[config.mk]
export PLATFORM = sky130hd
export DESIGN_NAME = inv_shift_row_byte_sub_flat
export DESIGN_NICKNAME = d
export VERILOG_FILES = /design/src/rtl/inv_shift_row_byte_sub_if.sv /design/src/rtl/inv_shift_row_byte_sub.sv /design/src/flat_wrapper.sv
export SDC_FILE = /design/constraint.sdc
export NUM_CORES = 1
export LEC_CHECK = 0
export ABC_AREA = 0
export CAP_MARGIN = 20
export CORE_MARGIN = 4
export CORE_UTILIZATION = 25
export DETAILED_ROUTE_END_ITERATION = 6
export DONT_BUFFER_PORTS = 1
export GPL_ROUTABILITY_DRIVEN = 0
export PLACE_DENSITY = 0.42
export SYNTH_ARGS = -nofsm -noshare
export SYNTH_HDL_FRONTEND = slang
export SYNTH_SLANG_ARGS = --single-unit
[constraint.sdc]
create_clock -name ap_clk -period 9.25 [get_ports ap_clk]
set_clock_uncertainty 0.1 [all_clocks]
set_input_delay 1.3875 -clock ap_clk [delete_from_list [all_inputs] [get_ports ap_clk]]
set_output_delay 1.3875 -clock ap_clk [all_outputs]
set_load 0.02 [all_outputs]
[src/rtl/inv_shift_row_byte_sub_if.sv]
// Block handshake and dual-port statemt memory bus for the AES inverse
// ShiftRows/SubBytes stage.
//   ap_start          : start request from the controller (level)
//   ap_done/ap_ready  : one-cycle completion pulse from the block
//   ap_idle           : block idle and no start pending
//   statemt_*0/1      : two 1-cycle-latency memory ports (addr/ce/we/d out, q in)
// The slave modport is the stage itself; master is the controller/memory side.
interface inv_shift_row_byte_sub_if #(
    parameter int unsigned ADDR_W = 5,
    parameter int unsigned DATA_W = 32
);
    logic              ap_start;
    logic              ap_done;
    logic              ap_idle;
    logic              ap_ready;
    logic [ADDR_W-1:0] statemt_address0;
    logic [ADDR_W-1:0] statemt_address1;
    logic              statemt_ce0;
    logic              statemt_ce1;
    logic              statemt_we0;
    logic              statemt_we1;
    logic [DATA_W-1:0] statemt_d0;
    logic [DATA_W-1:0] statemt_d1;
    logic [DATA_W-1:0] statemt_q0;
    logic [DATA_W-1:0] statemt_q1;

    modport slave (
        input  ap_start,
        output ap_done, ap_idle, ap_ready,
        output statemt_address0, statemt_address1,
        output statemt_ce0, statemt_ce1, statemt_we0, statemt_we1,
        output statemt_d0, statemt_d1,
        input  statemt_q0, statemt_q1
    );

    modport master (
        output ap_start,
        input  ap_done, ap_idle, ap_ready,
        input  statemt_address0, statemt_address1,
        input  statemt_ce0, statemt_ce1, statemt_we0, statemt_we1,
        input  statemt_d0, statemt_d1,
        output statemt_q0, statemt_q1
    );
endinterface

[src/rtl/inv_shift_row_byte_sub.sv]
// AES decrypt stage: in-place InvShiftRows + InvSubBytes on the 16 state
// bytes held in statemt[0..15] (byte (r,c) at address r+4c, bits [7:0]).
// Reads all 16 bytes into a snapshot buffer (RD), then writes every address
// with InvSbox of its shifted source byte (WR), then pulses done/ready.
//   ap_clk, ap_rst_n : clock, asynchronous active-low reset
//   bus (slave)      : ap_* handshake and the two statemt memory ports
module inv_shift_row_byte_sub #(
    parameter int unsigned ADDR_W = 5,
    parameter int unsigned DATA_W = 32
) (
    input  logic                   ap_clk,
    input  logic                   ap_rst_n,
    inv_shift_row_byte_sub_if.slave bus
);

    localparam int unsigned CNT_W   = 4;
    localparam int unsigned BYTE_W  = 8;
    localparam int unsigned N_BYTES = 16;

    typedef enum logic [1:0] {S_IDLE, S_RD, S_WR, S_DONE} state_t;

    // Standard AES inverse S-box, entry 0x00 in the most significant byte.
    localparam logic [2047:0] INV_SBOX = {
        128'h52096ad53036a538bf40a39e81f3d7fb,
        128'h7ce339829b2fff87348e4344c4dee9cb,
        128'h547b9432a6c2233dee4c950b42fac34e,
        128'h082ea16628d924b2765ba2496d8bd125,
        128'h72f8f66486689816d4a45ccc5d65b692,
        128'h6c704850fdedb9da5e154657a78d9d84,
        128'h90d8ab008cbcd30af7e45805b8b34506,
        128'hd02c1e8fca3f0f02c1afbd0301138a6b,
        128'h3a9111414f67dcea97f2cfcef0b4e673,
        128'h96ac7422e7ad3585e2f937e81c75df6e,
        128'h47f11a711d29c5896fb7620eaa18be1b,
        128'hfc563e4bc6d279209adbc0fe78cd5af4,
        128'h1fdda8338807c731b11210592780ec5f,
        128'h60517fa919b54a0d2de57a9f93c99cef,
        128'ha0e03b4dae2af5b0c8ebbb3c83539961,
        128'h172b047eba77d626e169146355210c7d
    };

    function automatic logic [7:0] inv_sbox(input logic [7:0] x);
        return INV_SBOX[{~x, 3'b000} +: 8];
    endfunction

    // Buffer index feeding destination address a: row r, column (c - r) mod 4.
    function automatic logic [3:0] src_idx(input logic [3:0] a);
        return {2'(a[3:2] - a[1:0]), a[1:0]};
    endfunction

    state_t             r_state;
    logic [CNT_W-1:0]   r_cnt;
    logic [BYTE_W-1:0]  r_buf [N_BYTES];
    logic               r_ce;
    logic               r_we;
    logic               r_done;
    logic [3:0]         r_addr0;
    logic [3:0]         r_addr1;
    logic [BYTE_W-1:0]  r_d0;
    logic [BYTE_W-1:0]  r_d1;

    state_t             w_state_nxt;
    logic [CNT_W-1:0]   w_cnt_nxt;
    logic [BYTE_W-1:0]  w_buf_nxt [N_BYTES];
    logic [2:0]         w_rd_slot;
    logic               w_ce_nxt;
    logic               w_we_nxt;
    logic               w_done_nxt;
    logic [3:0]         w_addr0_nxt;
    logic [3:0]         w_addr1_nxt;
    logic [BYTE_W-1:0]  w_d0_nxt;
    logic [BYTE_W-1:0]  w_d1_nxt;
    logic               w_unused_q;

    // Only the low byte of each word carries state.
    assign w_unused_q = ^{bus.statemt_q0[DATA_W-1:BYTE_W], bus.statemt_q1[DATA_W-1:BYTE_W]};

    // Read data returns one cycle after its address, so RD step n captures pair n-1.
    assign w_rd_slot = 3'(r_cnt - 4'd1);

    // Next state, counter and buffer contents.
    always_comb begin
        w_state_nxt = r_state;
        w_cnt_nxt   = r_cnt;
        w_buf_nxt   = r_buf;
        case (r_state)
            S_IDLE: begin
                if (bus.ap_start) begin
                    w_state_nxt = S_RD;
                    w_cnt_nxt   = '0;
                end
            end
            S_RD: begin
                if (r_cnt != '0) begin
                    w_buf_nxt[{w_rd_slot, 1'b0}] = bus.statemt_q0[BYTE_W-1:0];
                    w_buf_nxt[{w_rd_slot, 1'b1}] = bus.statemt_q1[BYTE_W-1:0];
                end
                if (r_cnt == 4'd8) begin
                    w_state_nxt = S_WR;
                    w_cnt_nxt   = '0;
                end else begin
                    w_cnt_nxt = r_cnt + 4'd1;
                end
            end
            S_WR: begin
                if (r_cnt == 4'd7) begin
                    w_state_nxt = S_DONE;
                    w_cnt_nxt   = '0;
                end else begin
                    w_cnt_nxt = r_cnt + 4'd1;
                end
            end
            S_DONE: begin
                w_state_nxt = S_IDLE;
            end
            default: begin
                w_state_nxt = S_IDLE;
                w_cnt_nxt   = '0;
            end
        endcase
    end

    // Output values for the upcoming state; write data uses the buffer
    // including the pair captured on the same edge.
    always_comb begin
        w_ce_nxt    = 1'b0;
        w_we_nxt    = 1'b0;
        w_done_nxt  = 1'b0;
        w_addr0_nxt = '0;
        w_addr1_nxt = '0;
        w_d0_nxt    = '0;
        w_d1_nxt    = '0;
        case (w_state_nxt)
            S_RD: begin
                if (!w_cnt_nxt[3]) begin
                    w_ce_nxt    = 1'b1;
                    w_addr0_nxt = {w_cnt_nxt[2:0], 1'b0};
                    w_addr1_nxt = {w_cnt_nxt[2:0], 1'b1};
                end
            end
            S_WR: begin
                w_ce_nxt    = 1'b1;
                w_we_nxt    = 1'b1;
                w_addr0_nxt = {w_cnt_nxt[2:0], 1'b0};
                w_addr1_nxt = {w_cnt_nxt[2:0], 1'b1};
                w_d0_nxt    = inv_sbox(w_buf_nxt[src_idx(w_addr0_nxt)]);
                w_d1_nxt    = inv_sbox(w_buf_nxt[src_idx(w_addr1_nxt)]);
            end
            S_DONE: begin
                w_done_nxt = 1'b1;
            end
            default: begin
                w_ce_nxt = 1'b0;
            end
        endcase
    end

    // FSM, snapshot buffer and registered outputs.
    always_ff @(posedge ap_clk or negedge ap_rst_n) begin
        if (!ap_rst_n) begin
            r_state <= S_IDLE;
            r_cnt   <= '0;
            for (int i = 0; i < int'(N_BYTES); i++) begin
                r_buf[i] <= '0;
            end
            r_ce    <= 1'b0;
            r_we    <= 1'b0;
            r_done  <= 1'b0;
            r_addr0 <= '0;
            r_addr1 <= '0;
            r_d0    <= '0;
            r_d1    <= '0;
        end else begin
            r_state <= w_state_nxt;
            r_cnt   <= w_cnt_nxt;
            r_buf   <= w_buf_nxt;
            r_ce    <= w_ce_nxt;
            r_we    <= w_we_nxt;
            r_done  <= w_done_nxt;
            r_addr0 <= w_addr0_nxt;
            r_addr1 <= w_addr1_nxt;
            r_d0    <= w_d0_nxt;
            r_d1    <= w_d1_nxt;
        end
    end

    assign bus.ap_done          = r_done;
    assign bus.ap_ready         = r_done;
    assign bus.ap_idle          = (r_state == S_IDLE) && !bus.ap_start;
    assign bus.statemt_ce0      = r_ce;
    assign bus.statemt_ce1      = r_ce;
    assign bus.statemt_we0      = r_we;
    assign bus.statemt_we1      = r_we;
    assign bus.statemt_address0 = ADDR_W'(r_addr0);
    assign bus.statemt_address1 = ADDR_W'(r_addr1);
    assign bus.statemt_d0       = DATA_W'(r_d0);
    assign bus.statemt_d1       = DATA_W'(r_d1);

endmodule

[src/flat_wrapper.sv]
// flat-port wrapper written by rule: the top's interface ports become plain ports
module inv_shift_row_byte_sub_flat 
#(
    parameter int unsigned ADDR_W = 5,
    parameter int unsigned DATA_W = 32
)
  (ap_clk, ap_rst_n, bus_ap_start, bus_ap_done, bus_ap_idle, bus_ap_ready, bus_statemt_address0, bus_statemt_address1, bus_statemt_ce0, bus_statemt_ce1, bus_statemt_we0, bus_statemt_we1, bus_statemt_d0, bus_statemt_d1, bus_statemt_q0, bus_statemt_q1);
  inv_shift_row_byte_sub_if #(.ADDR_W(ADDR_W), .DATA_W(DATA_W)) bus_i ();
  input  logic ap_clk;
  input  logic ap_rst_n;
  input wire logic [$bits(bus_i.ap_start)-1:0] bus_ap_start;
  output wire logic [$bits(bus_i.ap_done)-1:0] bus_ap_done;
  output wire logic [$bits(bus_i.ap_idle)-1:0] bus_ap_idle;
  output wire logic [$bits(bus_i.ap_ready)-1:0] bus_ap_ready;
  output wire logic [$bits(bus_i.statemt_address0)-1:0] bus_statemt_address0;
  output wire logic [$bits(bus_i.statemt_address1)-1:0] bus_statemt_address1;
  output wire logic [$bits(bus_i.statemt_ce0)-1:0] bus_statemt_ce0;
  output wire logic [$bits(bus_i.statemt_ce1)-1:0] bus_statemt_ce1;
  output wire logic [$bits(bus_i.statemt_we0)-1:0] bus_statemt_we0;
  output wire logic [$bits(bus_i.statemt_we1)-1:0] bus_statemt_we1;
  output wire logic [$bits(bus_i.statemt_d0)-1:0] bus_statemt_d0;
  output wire logic [$bits(bus_i.statemt_d1)-1:0] bus_statemt_d1;
  input wire logic [$bits(bus_i.statemt_q0)-1:0] bus_statemt_q0;
  input wire logic [$bits(bus_i.statemt_q1)-1:0] bus_statemt_q1;
  assign bus_i.ap_start = bus_ap_start;
  assign bus_ap_done = bus_i.ap_done;
  assign bus_ap_idle = bus_i.ap_idle;
  assign bus_ap_ready = bus_i.ap_ready;
  assign bus_statemt_address0 = bus_i.statemt_address0;
  assign bus_statemt_address1 = bus_i.statemt_address1;
  assign bus_statemt_ce0 = bus_i.statemt_ce0;
  assign bus_statemt_ce1 = bus_i.statemt_ce1;
  assign bus_statemt_we0 = bus_i.statemt_we0;
  assign bus_statemt_we1 = bus_i.statemt_we1;
  assign bus_statemt_d0 = bus_i.statemt_d0;
  assign bus_statemt_d1 = bus_i.statemt_d1;
  assign bus_i.statemt_q0 = bus_statemt_q0;
  assign bus_i.statemt_q1 = bus_statemt_q1;
  inv_shift_row_byte_sub #(.ADDR_W(ADDR_W), .DATA_W(DATA_W)) u_core (.ap_clk(ap_clk), .ap_rst_n(ap_rst_n), .bus(bus_i));
endmodule
Word-level counts from Yosys, hierarchy flattened --
Index checks and enable logic that the tools add are counted.
Cells by class: $add $sub $neg 4, shifts and indexed selects 2, equal/unequal tests 8, order comparisons 6, reductions and logical operators 6, bitwise operators 6, mux-type cells 32
Operators with widths (number):
- variable part select 2048 x 12 -> 8 bit, first input constant | 2
- bitwise mux 128 bit | 2
- two-way mux 128 bit | 2
- binary-select mux 8 bit (select 4 bit) | 2
- demux 8 bit (select 4 bit) | 2
- two-way mux 8 bit | 8
- >= comparator 5 bit, second input constant | 4
- two-way mux 4 bit | 5
- inverter 4 -> 5 bit | 4
- inverter 8 bit | 2
- one-hot mux 4 bit (2 select lines) | 2
- one-hot mux 4 bit (3 select lines) | 1
- < comparator 5 x 1 -> 1 bit, second input constant | 2
- == test 2 bit, second input constant | 4
- one-hot mux 2 bit (4 select lines) | 1
- two-way mux 2 bit | 3
- adder 4 x 1 -> 4 bit, second input constant | 1
- == test 2 x 1 -> 1 bit, second input constant | 2
- == test 4 x 3 -> 1 bit, second input constant | 1
- == test 4 bit, second input constant | 1
- nonzero test 4 bit | 1
- subtractor 2 bit | 2
- logical AND 1 bit | 3
- two-way mux 1 bit | 3
- other kinds (4) | 4
Word-level totals: flip-flop bits (word level) 161, logic and storage cells 89, output and inout port bits 81, input port bits 67

Longest topological paths before layout --
depth after elaboration 16, mapped depth 25, gate-level depth less buffers 19

Worst setup path after synthesis --
No wires, ideal clock.
path type input port to flip-flop, start point input bus_ap_start, end point register u_core.r_d1[5], cell stages on the path 20, library setup time 0.127 ns, required time 9.023 ns, setup slack 3.643 ns, arrival 5.379 ns, cell sequence or3_1 > buf_2 > inv_2 > o21ai_2 > a211oi_2 > nor2_1 > nor4_1 > or4_1 > clkbuf_1 > clkbuf_1 > inv_1 > ha_1 > clkbuf_1 > nor2_1 > a211oi_1 > o41ai_1 > o21bai_1 > a32oi_1 > a211oi_1 > o21ai_0
Between the ends: longest elaborated chain between the ends 10
RTL lines:
- start: declaration | RTL line flat_wrapper.sv:11 | input wire logic [$bits(bus_i.ap_start)-1:0] bus_ap_start;
- two-way mux 4 bit | RTL line inv_shift_row_byte_sub.sv:88 | if (bus.ap_start) begin
- one-hot mux 4 bit (3 select lines) | RTL line inv_shift_row_byte_sub.sv:86 | case (r_state)
- subtractor 2 bit | RTL line inv_shift_row_byte_sub.sv:48 | return {2'(a[3:2] - a[1:0]), a[1:0]};
- inverter 4 -> 5 bit (not written as such) | RTL line inv_shift_row_byte_sub.sv:147 | w_d1_nxt = inv_sbox(w_buf_nxt[src_idx(w_addr1_nxt)]);
- binary-select mux 8 bit (select 4 bit) | RTL line inv_shift_row_byte_sub.sv:147
- two-way mux 8 bit (not written as such) (2 in series) | RTL line inv_shift_row_byte_sub.sv:147
- inverter 8 bit | RTL line inv_shift_row_byte_sub.sv:43 | return INV_SBOX[{~x, 3'b000} +: 8];
- variable part select 2048 x 12 -> 8 bit | RTL line inv_shift_row_byte_sub.sv:43
- two-way mux 8 bit * | RTL line inv_shift_row_byte_sub.sv:133 | case (w_state_nxt)
- via u_core.w_d1_nxt[5] | RTL line inv_shift_row_byte_sub.sv:72 | logic [BYTE_W-1:0] w_d1_nxt;
- end signal: assignment | RTL line inv_shift_row_byte_sub.sv:183 | r_d1 <= w_d1_nxt;
- end: declaration | RTL line inv_shift_row_byte_sub.sv:60 | logic [BYTE_W-1:0] r_d1;
Mark *: on every way through the listed nets, which the timed path passes. The rest lies on a longest branch. The select of a mux whose other input is x is not followed.

Worst setup path after layout --
start point register u_core.r_cnt[0], end point register u_core.r_d0[1]
Between the ends: longest elaborated chain between the ends 16
RTL lines:
- start: declaration | RTL line inv_shift_row_byte_sub.sv:52 | logic [CNT_W-1:0] r_cnt;
- start signal: assignment | RTL line inv_shift_row_byte_sub.sv:175 | r_cnt <= w_cnt_nxt;
- subtractor 3 x 1 -> 3 bit | RTL line inv_shift_row_byte_sub.sv:79 | assign w_rd_slot = 3'(r_cnt - 4'd1);
- inverter 4 -> 5 bit (not written as such) | RTL line inv_shift_row_byte_sub.sv:95 | w_buf_nxt[{w_rd_slot, 1'b0}] = bus.statemt_q0[BYTE_W-1:0];
- >= comparator 5 bit (not written as such) / < comparator 5 x 1 -> 1 bit (equally long branches) | RTL line inv_shift_row_byte_sub.sv:95
- logical AND 1 bit (not written as such) | RTL line inv_shift_row_byte_sub.sv:95
- two-way mux 8 bit (not written as such) | RTL line inv_shift_row_byte_sub.sv:95
- demux 8 bit (select 4 bit) | RTL line inv_shift_row_byte_sub.sv:95
- bitwise mux 128 bit | RTL line inv_shift_row_byte_sub.sv:95
- bitwise mux 128 bit | RTL line inv_shift_row_byte_sub.sv:96 | w_buf_nxt[{w_rd_slot, 1'b1}] = bus.statemt_q1[BYTE_W-1:0];
- two-way mux 128 bit | RTL line inv_shift_row_byte_sub.sv:94 | if (r_cnt != '0) begin
- two-way mux 128 bit | RTL line inv_shift_row_byte_sub.sv:86
- binary-select mux 8 bit (select 4 bit) | RTL line inv_shift_row_byte_sub.sv:146 | w_d0_nxt = inv_sbox(w_buf_nxt[src_idx(w_addr0_nxt)]);
- two-way mux 8 bit (not written as such) (2 in series) | RTL line inv_shift_row_byte_sub.sv:146
- inverter 8 bit | RTL line inv_shift_row_byte_sub.sv:43
- variable part select 2048 x 12 -> 8 bit | RTL line inv_shift_row_byte_sub.sv:43
- two-way mux 8 bit * | RTL line inv_shift_row_byte_sub.sv:133
- via u_core.w_d0_nxt[1] | RTL line inv_shift_row_byte_sub.sv:71 | logic [BYTE_W-1:0] w_d0_nxt;
- end signal: assignment | RTL line inv_shift_row_byte_sub.sv:182 | r_d0 <= w_d0_nxt;
- end: declaration | RTL line inv_shift_row_byte_sub.sv:59 | logic [BYTE_W-1:0] r_d0;
Marked as above.

==> flow_summary.yaml <==
floorplanning:
  core_area_um2: 56800
  ios: 148
  die_h_um: 249
  start_util_pct: 25.5
  die_w_um: 249
  die-area_um2: 61900
  rows: 87
final_layout:
  syn2layout_area_growth_pct: 6.55
  final_cell_mix: "330 x nand2_1, 169 x nor2_1, 156 x dfrtp_1"
  nNetsFinal: 1910
  diodes: 0
  final_common_cell: "nand2_1"
  post-route-util_pct: 27.2
  drive_above_1_share_pct: 10.9
setup_path:
  endpoint_kind: "flip-flop"
  cp_max_fo: 20
  arrival_ns: 7.59
  required_ns: 9.51
  r2r_setup_slack_ns: 1.92
  startpoint_type: "flip-flop"
  crit_type: "reg -> reg"
yosys:
  syn_area_um2: 14500
  avgSynthCellArea_um2: 7.55
  yosys_register_bits: 156
  yosysSeqAreaShare_pct: 26.9
  syn-instance-count: 1919
  synth_cell_types: 103
  synth_edf_count: 0
  ys_async_sr_fraction_pct: 100
  ys_warn_count: 0
  yosys_most_used_dff: "dfrtp_1"
run_status:
  status: "finished with violations"
  violations: "design-rule violations"
sta:
  finalCriticalPeriod_ns: 7.33
  hold_viol: 0
  worst_pin_slew_ns: 1.02
  fmax_mhz: 136
  rsz0062_at_grt: "false"
  period_share_pct: 79.2
  setup_violations: 0
  maxSlewViolCount: 0
  relSlewSlack_pct: 31.8
  setup_tns_ns: 0
place:
  port_buffers: 0
  hpwl_mm: 43.5
routing:
  wire_per_inst_um: 25.5
  num_vias: 15635
  viasPerCell: 6.06
  ant_nets: 0
  drt-total-wl_mm: 65.7
  drc: 35
  dr.pass1.iters: 7
  first_iter_violations: 2309
global_routing:
  grt_util_all_layers_pct: 20.2
  grt_antenna_before_repair: 0
  grt_pass1_wl_mm: 98.6
  grt_max_degree: 157
  grt_overflow_total: 0
  grt_pass1_vias: 14932
cts:
  ctsHoldBuffers: 0
  post_cts_buffers: 0
  tritoncts: "yes"
  clock-sinks: 156
  clkSlewWorstSetupHoldPaths_ns: 0.07
  post_cts_resized: 0
  htree_levels: 4
  clkLatencyLatePin_ns: 0.45
  clk_path_buf_depth: 2
  cts-root-buf: "clkbuf_16"
  cts-buffers-inserted: 17
hold_path:
  holdCritPathClass: "reg -> reg"
run:
  max-cap-violations: 0
metrics by stage:
| step | hold slack [ns] | instance area, um^2 | std cells | worst slack, ns |
|---|---|---|---|---|
| after detailed placement | 0.350 | 14800 | 2547 | 2.15 |
| after CTS | 0.366 | 15400 | 2578 | 2.11 |
| after floorplan | 0.327 | 14700 | 1969 | 3.64 |
| after global routing | 0.372 | 15400 | 2578 | 1.64 |
| final | 0.361 | 15400 | 2578 | 1.92 |
| after global placement | 0.338 | 14800 | 2547 | 2.06 |
flip-flops by register name, summed over array words and instances, names as in the netlist:
signal,cells
u_core.r_addr1,3
u_core.r_d1,8
u_core.bus.statemt_we0,1
u_core.r_cnt,4
u_core.r_buf,128
u_core.r_addr0,1
u_core.bus.ap_done,1
u_core.r_state,2
u_core.r_d0,8
cells in the mapped netlist (all sizes together) (14+ instances only):
cell | number | area, um^2
o311ai | 18 | 158
o2111ai | 18 | 158
a211oi | 45 | 343
or3 | 19 | 119
a311oi | 25 | 219
nand2 | 334 | 1260
nor3 | 53 | 275
a21oi | 120 | 619
o211ai | 45 | 338
a22oi | 16 | 125
o221ai | 18 | 158
ha | 33 | 413
nor2 | 179 | 707
nor4 | 14 | 87.6
a31oi | 32 | 206
a221oi | 22 | 199
mux2i | 20 | 200
o22ai | 16 | 100
mux2 | 55 | 619
inv | 36 | 138
nand3 | 56 | 280
clkbuf | 77 | 290
o21ai | 138 | 694
buf | 156 | 970
dfrtp | 156 | 3900
cells by family after synthesis:
group                    Yosys count  share of synthesized area, %
AND/OR/NAND/NOR                  719                          22.2
AO/OA/AOI/OAI                    654                          31.8
buffers and inverters            270                          9.67
flip-flops                       156                          26.9
multiplexers                      76                          5.81
adder cells (fa/ha/maj)           33                          2.85
XOR/XNOR                          10                         0.708
other                              1                        0.0259
final timing paths:
kind	start	to	cells after the start
hold / removal	u_core.r_buf[48]	u_core.r_buf[48]	2
setup reg to reg	u_core.r_cnt[0]	u_core.r_d0[1]	20
min in group asynchronous	ap_rst_n	u_core.r_buf[108]	0
setup / recovery	u_core.r_cnt[0]	u_core.r_d0[1]	20
hold reg to reg	u_core.r_buf[48]	u_core.r_buf[48]	2
max in group asynchronous	ap_rst_n	u_core.r_buf[33]	0
cell type report:
cell class	count	area, um^2
Clock inverter	11	135
Tap cell	756	946
Multi-Input combinational cell	1543	9440
Fill cell	6288	41400
Timing Repair Buffer	55	413
Clock buffer	20	457
Inverter	37	141
Sequential cell	156	3900
worst max-delay path: stages, from the launching register on:
cell and delay (ns):
dfrtp_1 0.84, inv_1 0.23, ha_1 0.39, and3b_1 0.38, o32ai_4 0.37, buf_4 0.29, nor2_4 0.06, inv_4 0.19
buf_4 0.35, nor3_1 0.10, o32ai_1 0.23, nand2_1 0.09, buf_4 0.23, inv_1 0.58, ha_1 0.94, nor2_1 0.28
a2111oi_0 0.58, a211oi_1 0.10, o211ai_1 0.45, o21ai_0 0.18, o2bb2ai_1 0.21
routing by layer:
layer  up-vias  global-route usage (%)  routed length [um]
met3       216                    3.74                5800
met5         -                       0                   0
met2       970                    31.6               29100
met4         0                    8.45                2810
met1      7642                    27.6               28000
li1       6807                       -                   -
Power is left out: the tool's default activity adds up to more than one toggle a clock period on the data nets, which glitch-free logic cannot reach.
